[src/rtl/board_io_pkg.sv]
// Shared constants, types and helpers for the board input debouncer.
// Default build counts every clock; prescaled counting is selected in the top.
package board_io_pkg;

    localparam int unsigned SYNC_STAGES_DEF     = 2;
    localparam int unsigned DEBOUNCE_CYCLES_DEF = 1000000;
    localparam int unsigned PRESCALE_DEF        = 100;

    typedef enum logic {
        STABLE  = 1'b0,
        PENDING = 1'b1
    } deb_state_e;

    // Narrowest counter able to hold 0 .. n-1; never narrower than one bit.
    function automatic int unsigned cnt_width_for(input int unsigned n);
        if (n <= 2) begin
            return 1;
        end
        return $clog2(n);
    endfunction

endpackage

[src/rtl/board_input_debouncer_debounce_ch.sv]
// One debounced channel: pin synchroniser, stability counter, clean level
// and registered single-cycle rise/fall pulses.
module debounce_ch
    import board_io_pkg::*;
#(
    parameter int unsigned SYNC_STAGES     = SYNC_STAGES_DEF,
    parameter int unsigned DEBOUNCE_CYCLES = DEBOUNCE_CYCLES_DEF,
    parameter int unsigned CNT_WIDTH       = cnt_width_for(DEBOUNCE_CYCLES_DEF)
) (
    input  logic clk_i,
    input  logic rst_i,
    input  logic tick_i,
    input  logic raw_i,
    output logic clean_o,
    output logic rise_o,
    output logic fall_o
);

    localparam logic [CNT_WIDTH-1:0] CNT_LAST = CNT_WIDTH'(DEBOUNCE_CYCLES - 1);

    logic [SYNC_STAGES-1:0] r_sync;
    logic [CNT_WIDTH-1:0]   r_cnt;
    logic                   r_clean;
    logic                   r_rise;
    logic                   r_fall;
    logic                   w_sync;
    deb_state_e             w_state;

    assign w_sync = r_sync[SYNC_STAGES-1];

    always_comb begin
        w_state = (w_sync == r_clean) ? STABLE : PENDING;
    end

    always_ff @(posedge clk_i) begin
        if (rst_i) begin
            r_sync  <= '0;
            r_cnt   <= '0;
            r_clean <= 1'b0;
            r_rise  <= 1'b0;
            r_fall  <= 1'b0;
        end else begin
            r_sync <= {r_sync[SYNC_STAGES-2:0], raw_i};
            r_rise <= 1'b0;
            r_fall <= 1'b0;
            case (w_state)
                STABLE: begin
                    r_cnt <= '0;
                end
                PENDING: begin
                    // The threshold is only reachable on a counting step.
                    if (tick_i) begin
                        if (r_cnt == CNT_LAST) begin
                            r_clean <= w_sync;
                            r_cnt   <= '0;
                            r_rise  <= w_sync;
                            r_fall  <= ~w_sync;
                        end else begin
                            r_cnt <= r_cnt + CNT_WIDTH'(1);
                        end
                    end
                end
                default: begin
                    r_cnt <= '0;
                end
            endcase
        end
    end

    assign clean_o = r_clean;
    assign rise_o  = r_rise;
    assign fall_o  = r_fall;

endmodule

[src/rtl/board_input_debouncer.sv]
// Multi-channel pin debouncer. Define BOARD_DEBOUNCE_PRESCALE_EN to step the
// per-channel counters only on a shared tick every PRESCALE clocks.
module board_input_debouncer
    import board_io_pkg::*;
#(
    parameter int unsigned NUM_CH          = 17,
    parameter int unsigned SYNC_STAGES     = SYNC_STAGES_DEF,
    parameter int unsigned DEBOUNCE_CYCLES = DEBOUNCE_CYCLES_DEF,
    parameter int unsigned CNT_WIDTH       = cnt_width_for(DEBOUNCE_CYCLES_DEF),
    parameter int unsigned PRESCALE        = PRESCALE_DEF
) (
    input  logic              clk_i,
    input  logic              rst_i,
    input  logic [NUM_CH-1:0] raw_i,
    output logic [NUM_CH-1:0] clean_o,
    output logic [NUM_CH-1:0] rise_o,
    output logic [NUM_CH-1:0] fall_o,
    output logic              any_change_o
);

    if (NUM_CH < 1) begin : g_bad_num_ch
        $error("board_input_debouncer: NUM_CH must be at least 1");
    end
    if ((SYNC_STAGES < 2) || (SYNC_STAGES > 4)) begin : g_bad_sync
        $error("board_input_debouncer: SYNC_STAGES must be within 2..4");
    end
    if (DEBOUNCE_CYCLES < 1) begin : g_bad_cycles
        $error("board_input_debouncer: DEBOUNCE_CYCLES must be at least 1");
    end
    if ((CNT_WIDTH < 1) || (64'(DEBOUNCE_CYCLES) > (64'd1 << CNT_WIDTH))) begin : g_bad_width
        $error("board_input_debouncer: DEBOUNCE_CYCLES exceeds 2**CNT_WIDTH");
    end
    if (PRESCALE < 1) begin : g_bad_prescale
        $error("board_input_debouncer: PRESCALE must be at least 1");
    end

    logic w_tick;

`ifdef BOARD_DEBOUNCE_PRESCALE_EN
    localparam int unsigned            PRE_W    = cnt_width_for(PRESCALE);
    localparam logic [PRE_W-1:0]       PRE_LAST = PRE_W'(PRESCALE - 1);

    logic [PRE_W-1:0] r_pre;

    always_ff @(posedge clk_i) begin
        if (rst_i) begin
            r_pre <= '0;
        end else if (r_pre == PRE_LAST) begin
            r_pre <= '0;
        end else begin
            r_pre <= r_pre + PRE_W'(1);
        end
    end

    assign w_tick = (r_pre == PRE_LAST);
`else
    assign w_tick = 1'b1;
`endif

    for (genvar g = 0; g < NUM_CH; g++) begin : g_ch
        debounce_ch #(
            .SYNC_STAGES     (SYNC_STAGES),
            .DEBOUNCE_CYCLES (DEBOUNCE_CYCLES),
            .CNT_WIDTH       (CNT_WIDTH)
        ) u_ch (
            .clk_i   (clk_i),
            .rst_i   (rst_i),
            .tick_i  (w_tick),
            .raw_i   (raw_i[g]),
            .clean_o (clean_o[g]),
            .rise_o  (rise_o[g]),
            .fall_o  (fall_o[g])
        );
    end

    assign any_change_o = |(rise_o | fall_o);

endmodule

[config.mk]
export PLATFORM = sky130hd
export DESIGN_NAME = board_input_debouncer
export DESIGN_NICKNAME = d
export VERILOG_FILES = /design/src/rtl/board_io_pkg.sv /design/src/rtl/board_input_debouncer_debounce_ch.sv /design/src/rtl/board_input_debouncer.sv
export SDC_FILE = /design/constraint.sdc
export NUM_CORES = 1
export LEC_CHECK = 0
export BUFFER_PORTS_ARGS = -buffer_cell sky130_fd_sc_hd__buf_2
export CAP_MARGIN = 10
export CORE_MARGIN = 2
export CORE_UTILIZATION = 30
export DETAILED_ROUTE_END_ITERATION = 16
export PLACE_DENSITY_LB_ADDON = 0.05
export RECOVER_POWER = 50
export SYNTH_ARGS = -nofsm -noshare
export SYNTH_HDL_FRONTEND = slang
export SYNTH_HIERARCHICAL = 1
export SYNTH_SLANG_ARGS = --single-unit
[constraint.sdc]
create_clock -name clk_i -period 1.71 [get_ports clk_i]
set_input_delay 0.342 -clock clk_i [delete_from_list [all_inputs] [get_ports clk_i]]
set_output_delay 0.342 -clock clk_i [all_outputs]
set_load 0.01 [all_outputs]
### Word level (Yosys, flattened, before mapping)

Index checks and enable logic that the tools add are counted.

* bitwise logic cells: 52
* reductions and logical operators: 35
* eq/ne operators: 34
* muxes and demuxes: 51
* add/subtract/negate cells: 17

Operators by type and width (number)
* $pmux 20 s2: 17
* $add 20x1->20 const B: 17
* $eq 20x20->1 const B: 17
* $mux 20: 17
* $not 1->1: 51
* $reduce_or 3->1: 17
* $reduce_and 2->1: 17
* $eq 1x1->1: 17
* $mux 1: 17
* $or 17x17->17: 1
* $reduce_or 17->1: 1

* flip-flop bits (word level): 425
* logic and storage cells: 274
* output and inout port bits: 52

### Longest topological paths before layout

Gate-level depths: netlist of the first run.

* word-level depth: 3
* mapped depth: 8

### Hierarchy

The synthesis of the first run kept the hierarchy.

Modules (own cells, without submodules)
* debounce_ch: instances 17, sequential area each 500.5 µm², cells an instance 145, area each 1249.9 µm²
* board_input_debouncer: instances 1, sequential area each 0.0 µm², cells an instance 14, area each 85.1 µm²

### Worst setup path before layout of the first run

Ideal clock, no wire load.

* path kind: reg-to-reg
* start point: reg g_ch[0].u_ch.r_cnt[11]
* end point: reg g_ch[0].u_ch.r_cnt[19]
* slack: -189 ps
* cell stages (with the launch flop): 8
* buffers on the path: 2
* data arrival time: 1780 ps
* required time: 1590 ps
* cell sequence: dfxtp_1 or4b_4 nor4_4 a211oi_2 buf_6 buf_8 a32oi_1 nand2_1

* longest elaborated chain between the ends: 3

Ends and longest elaborated chain
* start: declaration: line board_input_debouncer_debounce_ch.sv:22 `logic [CNT_WIDTH-1:0] r_cnt;`
* start signal: assignment: line board_input_debouncer_debounce_ch.sv:59 `r_cnt <= r_cnt + CNT_WIDTH'(1);`
* $add 20x1->20 / $eq 20x20->1 (equally long branches): line board_input_debouncer_debounce_ch.sv:59, board_input_debouncer_debounce_ch.sv:53
* $mux 20 *: line board_input_debouncer_debounce_ch.sv:53 `if (r_cnt == CNT_LAST) begin`
* $pmux 20 s2 *: line board_input_debouncer_debounce_ch.sv:46 `case (w_state)`

Mark *: on every way between the ends. The rest lies on a longest branch, timed or not.
A chain may end at the register's enable or synchronous reset.

### Final worst setup path of the first run

* start point: reg g_ch[7].u_ch.r_fall
* end point: out any_change_o

* longest elaborated chain between the ends: 2

Ends and longest elaborated chain
* start: declaration: line board_input_debouncer_debounce_ch.sv:25 `logic r_fall;`
* start signal: assignment: line board_input_debouncer_debounce_ch.sv:57 `r_fall <= ~w_sync;`
* $or 17x17->17: line board_input_debouncer.sv:76 `assign any_change_o = |(rise_o | fall_o);`
* $reduce_or 17->1: line board_input_debouncer.sv:76
* end: declaration: line board_input_debouncer.sv:18 `output logic any_change_o`

Every way passes these cells.

==> run_results.csv, run 1 <==
group,metric,value,unit
run_status,status,"finished, violations left",
run_status,violations,"setup timing",
detailed_routing,firstDrtPassIters,5,
clock_tree,numCtsBuffers,53,
logic_synthesis,synth_edf_count,0,
detailed_routing,drt-initial-drc-count,1026,
detailed_routing,routed_wl,63100,µm
global_routing,antenna_found_initial,0,
timing,finalSetupViolCount,289,
logic_synthesis,synth-seq-cells,425,
logic_synthesis,synth_top_area_cell,"dfxtp_1",
setup_path,crit_path_start_kind,"register",
global_routing,grt_pass1_wl,104000,µm
logic_synthesis,synth_top_family_by_area,"simple AND/OR/NAND/NOR gates",
timing,finalMaxSlewViolations,0,
global_routing,grt_overflow,0,
power,comb_power_share,3.5,%
logic_synthesis,synth.area.mux_share,1.60,%
clock_tree,cts_num_sinks,425,
power,clkPwrFrac,51.6,%
logic_synthesis,synth.yosys.seq_area_share,39.9,%
clock_tree,clock_latency,0.59,ns
setup_path,cp.arrival,2.04,ns
logic_synthesis,synth_compound_area_share,19.4,%
power,p_sw_share,22.0,%
clock_tree,clkSlewWorstSetupHoldPaths,0.06,ns
logic_synthesis,synthCells,2479,
logic_synthesis,yosysWarnings,6,
logic_synthesis,yosys.area_share.xor_xnor,1.40,%
logic_synthesis,yosys.area.top_type_share,39.9,%
job,maxCapViolations,0,
detailed_routing,viasPerCell,4.95,
finish,fill_cells,6822,
global_routing,grt_max_degree,25,
min_path,min_path_type,"input port to register",
die,row_count,97,
die,initial_utilization,30.4,%
logic_synthesis,synth-simple-area-share,32.0,%
timing,worst_pin_slew,0.883,ns
logic_synthesis,synth_flop_cell,"dfxtp_1",
logic_synthesis,synthAdderAreaFrac,0.997,%
setup_path,cp-end-kind,"primary output",
die,die_area,73300,µm²
timing,fmax,0.419,GHz
power,seqPwrFrac,45.0,%
global_routing,track_usage,16.6,%
timing,finalHoldWorstSlack,0.191,ns
finish,nNetsFinal,3378,
power,power_density,682,nW/µm²
logic_synthesis,syn_avg_cell_area,8.61,µm²
logic_synthesis,yosys-top-cells-area,"dfxtp_1 (40%), a31oi_1 (5.5%), a21oi_1 (5.2%), nor2_1 (4.5%), nand3_1 (4.0%)",
finish,areaGrowthSynthToFinish,52.4,%
place,port_buffers,70,
die,ios,71,
clock_tree,htree_levels,2,
timing,max_slew_margin,40.9,%
timing,fin_crit,2.38,ns
detailed_routing,ant_nets,0,
die,die_w,271,µm
timing,fin_crit_sh,139,%
clock_tree,root_buffer,"clkbuf_16",
power,p_leak,12.9,nW
place,place_congestion,0.811,
finish,diodes,0,
finish,layout-drive-gt1-share,40.4,%
clock_tree,cts_max_path_buffers,3,
timing,rsz0062_at_grt,"true",
setup_path,required,1.37,ns
power,p_int,17.3,mW
setup_path,cp_max_fo,2,
logic_synthesis,synthArstFlopShare,0,%
power,ir_worst_vdd,0.717,mV
timing,clock_skew,0.0122,ns
die,dieHeight,271,µm
detailed_routing,vias,21400,
detailed_routing,wl_per_cell,14.6,µm
detailed_routing,drcViolationCount,0,
finish,final_util,46.3,%
timing,layout_setup_ws,-0.674,ns
power,switchingPower,4.87,mW
logic_synthesis,synth_cell_type_count,43,
setup_path,critical_path_class,"register to primary output",
clock_tree,cts_tree,"yes",
place,dpl.hpwl,43800,µm
logic_synthesis,netlist_area,21300,µm²
die,fp.coreArea,70300,µm²
global_routing,grt_pass1_vias,21100,
timing,hold_viol,0,
## synth_stat cells, types with 34 or more instances
cell and n:
a21oi_1 221, and3_1 34, and4bb_2 34, nand2_1 222, and3_2 34, nor2b_1 34
nor3_1 34, dfxtp_1 425, nand2b_1 68, nand3_1 171, inv_1 51, o211ai_1 34
nor2_1 256, a31oi_1 187, mux2i_1 34, nand4_1 69, nor3b_1 51, or2b_1 68
nor4_1 41, a22oi_1 34, o21ai_0 51
## worst max-delay path, stage by stage (launching register included)
cell and delay, ns:
dfxtp_1 0.31, nor4_2 0.35, buf_4 0.19, nand2_1 0.06
or3_1 0.39, buf_6 0.15
## flip-flops by register name, indices dropped and copies added (netlist names)
signal	count
g_ch.u_ch/fall_o	17
g_ch.u_ch/rise_o	17
g_ch.u_ch/clean_o	17
g_ch.u_ch/r_cnt	340
g_ch.u_ch/r_sync	34
## power groups by stage
stage | clock [mW] | sequential, mW | combinational [mW]
2_1_floorplan | 0 | 10.2 | 0.344
3_3_place_gp | 0 | 10.2 | 0.516
3_5_place_dp | 0 | 10.2 | 0.522
4_1_cts | 11.9 | 9.97 | 0.662
5_1_grt | 12.3 | 9.97 | 0.843
6_report | 11.4 | 9.98 | 0.765
## through the flow
stage          TNS, ns  setup WS, ns  instances  total power [mW]  area, µm²
2_1_floorplan    -3.61       -0.0333       2546              10.5      21900
3_3_place_gp    -20.17        -0.420       4107              10.7      27400
3_5_place_dp    -25.83        -0.454       4107              10.7      27400
4_1_cts         -28.76        -0.740       4294              22.6      31000
5_1_grt         -50.38        -0.779       4322              23.1      32500
6_report        -24.62        -0.674       4322              22.2      32500
## worst paths after layout
path	cells past startpoint	slack, ns	endpoint	startpoint
max	5	-0.67	any_change_o	g_ch[7].u_ch/fall_o
min reg2reg	1	0.43	g_ch[13].u_ch/r_sync[1]	g_ch[13].u_ch/r_sync[0]
min	3	0.19	g_ch[13].u_ch/r_sync[1]	rst_i
max reg2reg	7	-0.24	g_ch[15].u_ch/r_cnt[9]	g_ch[15].u_ch/r_cnt[13]
## kinds of logic (layout without fill, tap and decap cells)
group / after synthesis / count (layout)
AND/OR/NAND/NOR: 1186 / 1186
AO/OA/AOI/OAI: 646 / 646
flip-flops: 425 / 425
buffers and inverters: 136 / 972
XOR/XNOR: 34 / 34
multiplexers: 34 / 34
adder cells (fa/ha/maj): 17 / 17
other: 1 / 68
## placed cells by master (no fill, tap or decap), types with 18 or more instances in the layout
| master | n |
|---|---|
| or2b_1 | 68 |
| conb_1 | 68 |
| buf_2 | 49 |
| nand4_1 | 69 |
| a21oi_4 | 18 |
| a31oi_1 | 171 |
| nor2_1 | 255 |
| a21oi_2 | 134 |
| inv_1 | 51 |
| nand2_1 | 213 |
| a22oi_1 | 19 |
| nor4_4 | 18 |
| clkbuf_16 | 55 |
| buf_6 | 111 |
| dfxtp_1 | 352 |
| and4bb_2 | 31 |
| and3_4 | 32 |
| clkbuf_1 | 31 |
| nand3_1 | 171 |
| mux2i_1 | 34 |
| buf_4 | 607 |
| o211ai_1 | 34 |
| nor2b_1 | 34 |
| o21ai_2 | 20 |
| and3_1 | 34 |
| o21ai_1 | 20 |
| nand2b_1 | 68 |
| a21oi_1 | 69 |
| nor4_1 | 27 |
| dfxtp_2 | 73 |
| nor3_1 | 22 |
| nor3b_1 | 34 |
## routing by layer
layer	wire length, µm	GRT usage, %	up-vias
met3	2060	2.88	80
met1	30200	22.1	10200
li1	-	-	10900
met4	1240	4.13	0
met5	0	0	-
met2	29600	27.8	215
## layout make-up
class / count / area [µm²] / share of cell area [%]
clock buffer: 82 / 1610 / 4.94
clock inverter: 13 / 168 / 0.516
inverter: 51 / 191 / 0.589
multi-input combinational: 1985 / 14100 / 43.2
sequential: 425 / 8600 / 26.5
tap: 940 / 1180 / 3.62
timing repair buffer: 826 / 6710 / 20.7
## timing repair
item | CTS | global route
pin swaps | 181 | 160
hold endpoints to repair | 17 | 0
hold buffers | 17 | 0
setup endpoints to repair | 253 | 369
resized for setup | 309 | 287
gates cloned | 26 | 6
buffers inserted | 62 | 43
Note: power is estimated with default switching activity, not from simulation.
==> run 2: changes to the inputs <==
Settings changed: PLACE_DENSITY set to 0.52, PLACE_DENSITY_LB_ADDON 0.05 to unset.
==> run 2 against run 1 <==
- the flow still finishes with violations (setup timing)
- utilization shrank 0.62 points
- via count rose by 1.2%
- power decreased by 0.59%
- first-iteration DRC count is 18% lower
- non-clock buffer count down 46
- register-to-register slack worse by 0.02 ns
- clock skew is 0.0077 ns higher
- die area stayed put
- sequential power about the same
- critical path depth is 1 lower
- critical path type unchanged
- largest power group unchanged
==> run_results.csv, run 2 (synthesis results as in run 1) <==
group,metric,value,unit
timing,hold_viol,0,
die,die_w,271,µm
timing,finalMaxSlewViolations,0,
global_routing,grt_pass1_vias,21300,
clock_tree,htree_levels,2,
detailed_routing,vias,21700,
detailed_routing,drcViolationCount,0,
die,die_area,73300,µm²
power,p_leak,12.8,nW
clock_tree,root_buffer,"clkbuf_16",
clock_tree,cts_max_path_buffers,3,
place,place_inst,4071,
timing,fmax,0.424,GHz
detailed_routing,drt-initial-drc-count,837,
setup_path,required,1.37,ns
timing,fin_setup_tns,-26.94,ns
timing,layout_setup_ws,-0.650,ns
min_path,min_path_type,"input port to register",
timing,finalSetupViolCount,293,
setup_path,r2r_slack,-0.26,ns
die,row_count,97,
setup_path,path_cells,"nor4_2, nand3_2, or3_4, buf_6",
job,maxCapViolations,0,
clock_tree,cts_tree,"yes",
global_routing,grt_max_degree,17,
finish,reg_top3,"g_ch.u_ch/r_cnt: 340 flops, g_ch.u_ch/r_sync: 34 flops",
finish,fin_cells,4273,
global_routing,antenna_found_initial,1,
global_routing,grt_pass1_wl,99600,µm
setup_path,slowest_stage,"or3_4",
detailed_routing,firstDrtPassIters,5,
finish,layout_commonest_cell,"buf_4",
setup_path,cp-end-kind,"primary output",
detailed_routing,ant_nets,0,
die,dieHeight,271,µm
die,initial_utilization,30.4,%
setup_path,cp_max_fo,2,
timing,worst_pin_slew,0.927,ns
clock_tree,numCtsBuffers,50,
setup_path,cp.arrival,2.02,ns
clock_tree,clock_latency,0.59,ns
setup_path,critPathTopFamily,"simple AND/OR/NAND/NOR gates",
place,dpl.hpwl,41900,µm
die,ios,71,
global_routing,track_usage,15.8,%
run_status,status,"finished, violations left",
clock_tree,cts_num_sinks,425,
finish,final_util,45.6,%
power,ir_worst_vdd,0.697,mV
setup_path,worst-path-buf-inv,1,
place,port_buffers,70,
die,fp.coreArea,70300,µm²
run_status,violations,"setup timing",
timing,rsz0062_at_grt,"true",
detailed_routing,wl_per_cell,14.4,µm
finish,areaGrowthSynthToFinish,50.3,%
place,place_congestion,0.834,
timing,fin_crit,2.36,ns
finish,layout_common_cells,"buf_4 (554), dfxtp_1 (349), nor2_1 (254), nand2_1 (203), a31oi_1 (170)",
global_routing,grt_overflow,0,
detailed_routing,routed_wl,61700,µm
power,finalPower,22.0,mW
timing,max_slew_margin,38.0,%
clock_tree,clkSlewWorstSetupHoldPaths,0.06,ns
detailed_routing,viasPerCell,5.07,
setup_path,crit_path_start_kind,"register",
timing,finalHoldWorstSlack,0.0572,ns
finish,top_register,"g_ch.u_ch/r_cnt",
finish,layout-drive-gt1-share,40.6,%
power,power_density,687,nW/µm²
setup_path,max_stage_delay,0.46,ns
timing,fin_crit_sh,138,%
timing,clock_skew,0.0199,ns
finish,nNetsFinal,3329,
setup_path,critical_path_class,"register to primary output",
finish,largest_reg_flops,340,
[run 2: cell types whose count changed in the layout (fill, tap and decap cells not counted), moves of 5 or more]
| cell | before | now |
|---|---|---|
| buf_8 | 13 | 4 |
| ha_4 | 14 | 9 |
| buf_6 | 111 | 119 |
| nand2_1 | 213 | 203 |
| clkbuf_1 | 31 | 15 |
| a21oi_1 | 69 | 63 |
| nand2_2 | 7 | 18 |
| nor4_2 | 14 | 9 |
| buf_4 | 607 | 554 |
| nor4_1 | 27 | 32 |
| ha_2 | 3 | 8 |
| buf_2 | 49 | 66 |
[run 2: through the flow]
step           area [µm²]  setup slack (ns)
6_report            32100            -0.650
2_1_floorplan       21900           -0.0333
3_3_place_gp        27100            -0.241
3_5_place_dp        27100            -0.247
4_1_cts             30800            -0.694
5_1_grt             32100            -0.728
[run 2: power breakdown]
group	total [mW]	internal (mW)	leakage [nW]	switching, mW
Clock	11.3	6.97	0.867	4.36
Sequential	9.97	9.95	3.47	0.0266
Combinational	0.741	0.340	8.49	0.402
Total	22.0	17.3	12.8	4.78
[run 2: final timing paths]
path / startpoint / endpoint / cells after the start
setup / recovery: g_ch[11].u_ch/rise_o / any_change_o / 4
hold / removal: raw_i[9] / g_ch[9].u_ch/r_sync[0] / 2
setup reg to reg: g_ch[15].u_ch/r_cnt[12] / g_ch[15].u_ch/r_cnt[12] / 6
hold reg to reg: g_ch[12].u_ch/r_sync[0] / g_ch[12].u_ch/r_sync[1] / 1
[run 2: cell type report]
| type | instances | area, µm² |
|---|---|---|
| fillers | 6616 | 38200 |
| multi-input cells | 1985 | 14000 |
| flip-flops and latches | 425 | 8600 |
| repair buffers | 780 | 6330 |
| clock buffers | 74 | 1540 |
| well taps | 940 | 1180 |
| clock inverters | 17 | 228 |
| inverters | 51 | 191 |
| diodes | 1 | 2.50 |
[run 2: timing repair]
| action | in CTS | in global routing |
|---|---|---|
| hold buffers | 16 | 0 |
| gates resized for setup | 316 | 274 |
| gates cloned | 22 | 6 |
| pin swaps | 168 | 153 |
| setup buffers | 69 | 32 |
| endpoints found under the hold margin | 16 | 0 |
| setup endpoints to repair | 255 | 369 |
[run 2: metal layers]
layer	wire (µm)	part of all wire, %	GRT usage [%]	vias to the layer above
li1	-	-	-	10800
met1	28000	45	20.0	10400
met2	30200	49	27.6	303
met3	1990	3.2	2.17	103
met4	1530	2.5	5.03	0
met5	0	0	0	-
==> run 3: changes to the inputs <==
Settings changed: SETUP_SLACK_MARGIN set to 0.5.
==> run 3 against run 2 <==
- the flow still finishes with violations (setup timing)
- utilization increased by 1.5 points
- combinational power increased by 3.2%
- non-clock buffer count increased by 34
- highest routed layer unchanged
- via count about the same
- first-iteration DRC count increased by 1.9%
==> run_results.csv, run 3 (synthesis results as in run 1) <==
group,metric,value,unit
clock_tree,clkSlewWorstSetupHoldPaths,0.06,ns
clock_tree,cts_num_sinks,425,
clock_tree,root_buffer,"clkbuf_16",
timing,max_slew_margin,45.8,%
power,power_density,671,nW/µm²
global_routing,grt_overflow,0,
timing,hold_viol,0,
place,dpl_worst_slack,-0.276,ns
global_routing,track_usage,16.2,%
die,die_area,73300,µm²
detailed_routing,vias,21700,
finish,nNetsFinal,3364,
finish,layout-drive-gt1-share,43.5,%
timing,clock_skew,0.0128,ns
setup_path,cp-end-kind,"primary output",
setup_path,crit_path_start_kind,"register",
finish,fin_cells,4306,
timing,finalSetupViolCount,340,
detailed_routing,drcViolationCount,0,
global_routing,grt_pass1_wl,103000,µm
timing,layout_setup_ws,-0.622,ns
finish,diodes,0,
die,dieHeight,271,µm
place,place_inst,4092,
finish,layout_commonest_cell,"buf_4",
finish,reg_top3,"g_ch.u_ch/r_cnt: 340 flops, g_ch.u_ch/r_sync: 34 flops",
die,row_count,97,
setup_path,required,1.37,ns
global_routing,grt_max_degree,14,
global_routing,antenna_found_initial,0,
run_status,violations,"setup timing",
die,die_w,271,µm
timing,fin_crit_sh,136,%
detailed_routing,routed_wl,61700,µm
timing,fmax,0.429,GHz
finish,areaGrowthSynthToFinish,55.3,%
finish,final_util,47.1,%
power,ir_worst_vdd,0.598,mV
detailed_routing,drt-initial-drc-count,853,
setup_path,cp_max_fo,2,
clock_tree,numCtsBuffers,51,
detailed_routing,firstDrtPassIters,5,
place,dpl.hpwl,41900,µm
timing,finalMaxSlewViolations,0,
run_status,status,"finished, violations left",
finish,largest_reg_flops,340,
place,port_buffers,70,
power,p_leak,13.1,nW
detailed_routing,wl_per_cell,14.3,µm
clock_tree,cts_tree,"yes",
timing,worst_pin_slew,0.810,ns
die,fp.coreArea,70300,µm²
timing,finalHoldWorstSlack,0.0614,ns
power,finalPower,22.2,mW
global_routing,grt_pass1_vias,21600,
timing,fin_crit,2.33,ns
finish,top_register,"g_ch.u_ch/r_cnt",
die,initial_utilization,30.4,%
detailed_routing,ant_nets,0,
job,maxCapViolations,0,
setup_path,cp.arrival,1.99,ns
timing,rsz0062_at_grt,"true",
place,dpl-instance-area,27300,µm²
clock_tree,clock_latency,0.58,ns
die,ios,71,
detailed_routing,viasPerCell,5.04,
clock_tree,htree_levels,2,
finish,layout_common_cells,"buf_4 (544), dfxtp_1 (315), nor2_1 (253), nand2_1 (204), buf_6 (204)",
timing,fin_setup_tns,-30.94,ns
setup_path,critical_path_class,"register to primary output",
min_path,min_path_type,"input port to register",
place,place_congestion,0.831,
finish,postLayoutCellArea,33100,µm²
clock_tree,cts_max_path_buffers,3,
[run 3: worst max-delay path, cell delays in order, from the launching register on]
cell,delay [ns]
dfxtp_2,0.33
nor4_2,0.28
buf_4,0.18
nand4_1,0.10
or3_4,0.38
buf_6,0.14
[run 3: worst paths after layout]
kind	start	endpoint	slack (ns)	depth (start not counted)
worst max-delay path	g_ch[2].u_ch/rise_o	any_change_o	-0.62	5
worst min-delay path	raw_i[9]	g_ch[9].u_ch/r_sync[0]	0.06	2
worst max register to register	g_ch[6].u_ch/r_cnt[13]	g_ch[6].u_ch/r_cnt[9]	-0.22	7
worst min register to register	g_ch[16].u_ch/r_sync[0]	g_ch[16].u_ch/r_sync[1]	0.43	1
[run 3: area by class of cell]
type                            count  area [µm²]
Fill cell                        6504       37100
Clock inverter                     14         225
Clock buffer                       77        1580
Inverter                           51         191
Sequential cell                   425        8670
Tap cell                          940        1180
Multi-Input combinational cell   1985       14300
Timing Repair Buffer              814        6980
[run 3: timing repair]
item	CTS	global route
gates cloned	29	0
setup buffers	55	23
endpoints found under the setup margin	443	443
hold buffers	16	0
resized for setup	460	314
endpoints found under the hold margin	16	0
pin swaps	230	109
[run 3: report_power, final]
| group | internal (mW) | leakage (nW) | switching (mW) | total [mW] |
|---|---|---|---|---|
| logic | 0.352 | 8.76 | 0.413 | 0.765 |
| clock network | 7.21 | 0.886 | 4.30 | 11.5 |
| registers | 9.93 | 3.49 | 0.0285 | 9.96 |
[run 3: routing by layer]
| layer | track usage [%] | routed length [µm] | vias up |
|---|---|---|---|
| met4 | 4.58 | 1460 | 0 |
| met3 | 2.32 | 2130 | 98 |
| met1 | 20.6 | 27800 | 10400 |
| li1 | - | - | 10900 |
| met5 | 0 | 0 | - |
| met2 | 28.5 | 30300 | 308 |
